File: src/rtl/game_counter_param.sv
// ----------------------------------------------------------------------------
// game_counter_param
//
// Parametrised multi-mode up/down game counter. The counter steps by 1 or by
// BIG_STEP in either direction when enabled. Each enabled step that lands on
// all-ones scores a win and each that lands on all-zeros scores a lose. The
// first score to reach WIN_LIMIT raises gameover/who for GO_HOLD cycles while
// everything else is frozen. The game then restarts from a cleared state.
//
// Optional feature macro: SCORE_OUT_EN
//   defined   -> win_score / lose_score outputs are present after `who`
//   undefined -> scores stay internal; behaviour is otherwise identical
//
// Parameters
//   WIDTH      counter width (>= 2), wraps modulo 2**WIDTH
//   SCORE_W    width of the win/lose score registers
//   WIN_LIMIT  score that ends the game (1 .. 2**SCORE_W-1)
//   BIG_STEP   step for modes 01/11 (1 .. 2**WIDTH-1)
//   GO_HOLD    cycles gameover/who stay asserted (>= 1)
//
// Ports
//   clk         in   rising-edge clock
//   reset       in   asynchronous active-low reset
//   en          in   count enable
//   control     in   00 +1, 01 +BIG_STEP, 10 -1, 11 -BIG_STEP
//   init        in   synchronous load of init_value (wins over en)
//   init_value  in   load value
//   count_out   out  registered counter value
//   gameover    out  game ended, held for GO_HOLD cycles
//   who         out  01 win limit hit, 10 lose limit hit, else 00
//   win_score   out  registered win score  (SCORE_OUT_EN only)
//   lose_score  out  registered lose score (SCORE_OUT_EN only)
// ----------------------------------------------------------------------------
module game_counter_param #(
    parameter int unsigned WIDTH     = 4,
    parameter int unsigned SCORE_W   = 4,
    parameter int unsigned WIN_LIMIT = 15,
    parameter int unsigned BIG_STEP  = 2,
    parameter int unsigned GO_HOLD   = 1
) (
    input  logic               clk,
    input  logic               reset,
    input  logic               en,
    input  logic [1:0]         control,
    input  logic               init,
    input  logic [WIDTH-1:0]   init_value,
    output logic [WIDTH-1:0]   count_out,
    output logic               gameover,
    output logic [1:0]         who
`ifdef SCORE_OUT_EN
    ,
    output logic [SCORE_W-1:0] win_score,
    output logic [SCORE_W-1:0] lose_score
`endif
);

    localparam logic [0:0] PLAY = 1'b0;
    localparam logic [0:0] OVER = 1'b1;

    // Hold counter only needs to reach GO_HOLD-1.
    localparam int unsigned HOLD_W = (GO_HOLD > 1) ? $clog2(GO_HOLD) : 1;

    localparam logic [HOLD_W-1:0]  HOLD_LAST = HOLD_W'(GO_HOLD - 1);
    localparam logic [SCORE_W-1:0] LIMIT     = SCORE_W'(WIN_LIMIT);
    localparam logic [WIDTH-1:0]   STEP_BIG  = WIDTH'(BIG_STEP);
    localparam logic [WIDTH-1:0]   STEP_ONE  = WIDTH'(1);

    localparam logic [1:0] WHO_NONE = 2'b00;
    localparam logic [1:0] WHO_WIN  = 2'b01;
    localparam logic [1:0] WHO_LOSE = 2'b10;

    logic [0:0]         state_q, state_d;
    logic [WIDTH-1:0]   count_q, count_d;
    logic [SCORE_W-1:0] win_score_q, win_score_d;
    logic [SCORE_W-1:0] lose_score_q, lose_score_d;
    logic [HOLD_W-1:0]  hold_q, hold_d;
    logic               gameover_q, gameover_d;
    logic [1:0]         who_q, who_d;

    logic [WIDTH-1:0]   step;
    logic [WIDTH-1:0]   stepped;
    logic [SCORE_W-1:0] win_inc;
    logic [SCORE_W-1:0] lose_inc;

    // Candidate next count; wrap-around falls out of the fixed width.
    always_comb begin
        step     = control[0] ? STEP_BIG : STEP_ONE;
        stepped  = control[1] ? (count_q - step) : (count_q + step);
        win_inc  = win_score_q + SCORE_W'(1);
        lose_inc = lose_score_q + SCORE_W'(1);
    end

    always_comb begin
        state_d      = state_q;
        count_d      = count_q;
        win_score_d  = win_score_q;
        lose_score_d = lose_score_q;
        hold_d       = hold_q;
        gameover_d   = gameover_q;
        who_d        = who_q;

        case (state_q)
            PLAY: begin
                if (init) begin
                    // Loads never score, whatever the value.
                    count_d = init_value;
                end else if (en) begin
                    count_d = stepped;
                    if (&stepped) begin
                        win_score_d = win_inc;
                        if (win_inc == LIMIT) begin
                            gameover_d = 1'b1;
                            who_d      = WHO_WIN;
                            hold_d     = '0;
                            state_d    = OVER;
                        end
                    end else if (stepped == '0) begin
                        lose_score_d = lose_inc;
                        if (lose_inc == LIMIT) begin
                            gameover_d = 1'b1;
                            who_d      = WHO_LOSE;
                            hold_d     = '0;
                            state_d    = OVER;
                        end
                    end
                end
            end

            OVER: begin
                // init/en ignored; count and scores frozen.
                if (hold_q == HOLD_LAST) begin
                    // Restart clears the counter; this zero is not a lose.
                    gameover_d   = 1'b0;
                    who_d        = WHO_NONE;
                    count_d      = '0;
                    win_score_d  = '0;
                    lose_score_d = '0;
                    hold_d       = '0;
                    state_d      = PLAY;
                end else begin
                    hold_d = hold_q + HOLD_W'(1);
                end
            end

            default: begin
                state_d = PLAY;
            end
        endcase
    end

    always_ff @(posedge clk or negedge reset) begin
        if (!reset) begin
            state_q      <= PLAY;
            count_q      <= '0;
            win_score_q  <= '0;
            lose_score_q <= '0;
            hold_q       <= '0;
            gameover_q   <= 1'b0;
            who_q        <= WHO_NONE;
        end else begin
            state_q      <= state_d;
            count_q      <= count_d;
            win_score_q  <= win_score_d;
            lose_score_q <= lose_score_d;
            hold_q       <= hold_d;
            gameover_q   <= gameover_d;
            who_q        <= who_d;
        end
    end

    assign count_out = count_q;
    assign gameover  = gameover_q;
    assign who       = who_q;

`ifdef SCORE_OUT_EN
    assign win_score  = win_score_q;
    assign lose_score = lose_score_q;
`endif

endmodule

File: config.mk
export PLATFORM = sky130hd
export DESIGN_NAME = game_counter_param
export DESIGN_NICKNAME = d
export VERILOG_FILES = /design/src/rtl/game_counter_param.sv
export SDC_FILE = /design/constraint.sdc
export NUM_CORES = 1
export LEC_CHECK = 0
export BUFFER_PORTS_ARGS = -buffer_cell sky130_fd_sc_hd__buf_2
export CORE_MARGIN = 2
export CORE_UTILIZATION = 55
export DETAILED_ROUTE_END_ITERATION = 16
export PLACE_DENSITY = 0.89
export SYNTH_ARGS = -nofsm -noshare
export SYNTH_HDL_FRONTEND = slang
export SYNTH_SLANG_ARGS = --single-unit
File: constraint.sdc
create_clock -name clk -period 3.5 [get_ports clk]
set_input_delay 0.7 -clock clk [delete_from_list [all_inputs] [get_ports clk]]
set_output_delay 0.7 -clock clk [all_outputs]
set_load 0.005 [all_outputs]
==> impl_metrics.tcl <==
set metrics [dict create \
    outcome "finished, final reports clean" \
    synthArstFlopShare_pct 100 \
    postRouteWirelength_mm 2.13 \
    final_area_mm2 0.00120 \
    grt_pass1_vias 864 \
    post-route-period-util_pct 73.0 \
    critical_path.slowest_cell "a2111oi_2" \
    clk_transition_reported_paths_ps 100 \
    cts_tree "done" \
    ys_top_cells_by_area "dfrtp_1 (38%), ha_1 (8.3%), nor2_1 (5.3%), a21oi_1 (3.3%), xnor2_1 (3.3%)" \
    cts.repair_timing.setup_buffer_count 0 \
    total_leakage_power_nw 0.565 \
    power.ir.vdd_worst_mv 0.369 \
    cts_hold_buf 0 \
    final-setup-viol-count 0 \
    synth.top_cell.area_share_pct 37.7 \
    pin_count_of_the_biggest_net_entering_global_routing 20 \
    dieArea_mm2 0.00230 \
    yosys_warnings 0 \
    drt.antenna.violating_nets 0 \
    fin_worst_skew_ps 7.05 \
    synth_enable_flop_cells 0 \
    postSynthCellCount 112 \
    synth_seq_cells 16 \
    synth_fp_nets 130 \
    worst_pin_slew_ps 572 \
    setup_total_negative_slack_ps 0 \
    place.port_buffers 16 \
    critical_path_class "in -> reg" \
    syn2layout_area_growth_pct 12.7 \
    synth_top_cell_by_area "dfrtp_1" \
    die-width_um 47.9 \
    drt_first_iter_violations 14 \
    slowest_delay_ps 470 \
    timing.final.max_slew_violations 0 \
    timing.critical_path.max_delay_family "compound AO/OA/AOI/OAI gates" \
    boundaryPins 17 \
    cts.sink_count 16 \
    grt_use_total_pct 22.7 \
    die-height_um 47.9 \
    critPathMaxFanout 4 \
    critPathBufInv 2 \
    grt_antenna_before_repair 0 \
    detail_route.wl_per_cell_um 13.8 \
    detailedRoute.firstPassIterationCount 4 \
    layout_min_cycle_time_ps 2550 \
    cp-end-kind "flop" \
    crit_arrival_ps 2760 \
    initial_util_pct 60.1 \
    cp_data_required_time_ps 3710 \
    most_common_library_cells_after_synthesis "dfrtp_1 (16), nor2_1 (15), inv_1 (8)" \
    fin_util_pct 67.8 \
    routability_congestion 0.906 \
    drt-vias-per-instance 5.82 \
    avgSynthCellArea_um2 9.47 \
    post-route-drc-count 0 \
    cts-buffers-inserted 3 \
    detailed_place_hpwl_mm 1.67 \
    yosys_most_used_dff "dfrtp_1" \
    num_vias 896 \
    min-delay-path-class "in -> async" \
    worstSkewPairLatency_ps 290 \
    hold_viol 0 \
    rsz0062_at_grt "false" \
    syn_area_mm2 0.00106 \
    core.rowCount 15 \
    finish.net_count 148 \
    global_route.overflow_total 0 \
    achievable-frequency_mhz 391 \
    postPlaceCellArea_mm2 0.00116 \
    final_layout_size_suffix_gt1_share_pct 20.9 \
    seq_area_frac_synth_pct 37.7 \
    num_antenna_cells 0 \
    post_cts_resize_count 0 \
    cap_viol_max_count 0 \
    clk_root_buffer_cell "clkbuf_4" \
    worst_slew_margin_relative_to_its_limit_pct 61.9 \
    cts.path.max_buffers 2 \
    grt_pass1_wl_mm 3.59 \
    timing.critical_path.from_type "input pin" \
    path_cells "buf_2 > inv_1 > ha_1 > fa_1 > xnor2_1 > nand4_1 > a2111oi_2 > o22ai_1 > a21oi_1" \
    library_cells_used_by_synthesis 32 \
    yosys.cell_count.top_type "dfrtp_1" \
    ctsHtreeMaxLevel 1 \
    cellPowerDensity_mw_per_mm2 533 \
    floorplan.core_area_mm2 0.00176 \
]
registers in the layout, indices dropped and copies added (netlist names):
| signal | count |
|---|---|
| who | 2 |
| lose_score_q | 4 |
| gameover | 1 |
| state_q | 1 |
| win_score_q | 4 |
| count_out | 4 |
per-stage QoR:
step	worst slack, ps	total power [mW]	instances	hold slack (ps)
floorplan	952	0.445	112	404
detailed placement	628	0.518	150	536
global route	721	0.685	154	332
CTS	933	0.639	154	317
finish	945	0.637	154	298
global placement	791	0.492	150	502
per-layer routing:
layer | vias up | global-route usage, % | share of wire [%]
met4 | 0 | 9.73 | 2.7
met2 | 22 | 41.1 | 52
met5 | - | 0 | 0
met1 | 441 | 26.2 | 41
met3 | 9 | 3.40 | 3.7
li1 | 424 | - | -
worst register-to-register path, delay by kind of cell (launching register included):
kind            cells  cell delay [ps]
fa+ha+maj           2              590
flops               1              350
buf+inv             1               50
simple gates        1              170
xor+xnor            1              300
compound gates      3              850
cell type report:
class	count	area, um2
Clock buffer	4	36.3
Fill cell	160	568
Inverter	8	30.0
Multi-Input combinational cell	85	618
Sequential cell	16	400
Tap cell	25	31.3
Timing Repair Buffer	16	80.1
final timing paths:
check	startpoint	to	slack [ps]	depth (start not counted)
setup / recovery	control[0]	gameover	950	9
hold / removal	reset	lose_score_q[1]	300	1
setup reg to reg	count_out[0]	gameover	1100	8
hold reg to reg	who[1]	who[1]	560	2
max in group asynchronous	reset	count_out[2]	2940	1
min in group clk	who[1]	who[1]	560	2
layout by cell type (no fill, tap or decap):
cell	n
clkbuf_8	1
a21boi_0	4
dfrtp_1	16
fa_1	1
and3_4	1
nor4_4	1
clkbuf_4	3
a21oi_1	7
mux2i_1	2
buf_2	16
a211oi_1	4
o21a_2	1
and3_1	1
o211ai_1	1
ha_1	7
and3b_1	2
mux2_1	2
nor2b_1	5
o21ai_0	3
inv_1	8
nand4_1	3
xor2_1	2
nand2_1	5
o21ba_2	1
xnor2_1	4
nand3b_1	3
a21oi_2	2
o22ai_1	1
nand2b_1	2
a2111oi_2	1
nor2_1	15
nor3_1	3
a31o_1	1
kinds of logic after synthesis:
family	after synthesis	synth area share [%]
and+or+nand+nor	41	21.8
AOI/OAI and AO/OA	26	17.3
DFF	16	37.7
buffers and inverters	11	4.01
adders and majority gates	8	10.1
xor gates and xnor gates	6	4.95
muxes	4	4.01
power by group:
| part | internal (mW) | switching, mW |
|---|---|---|
| clock | 0.0634 | 0.0588 |
| sequential | 0.228 | 0.0595 |
| combinational | 0.108 | 0.119 |
| total | 0.400 | 0.237 |
Power figures use the tool's default switching activity.
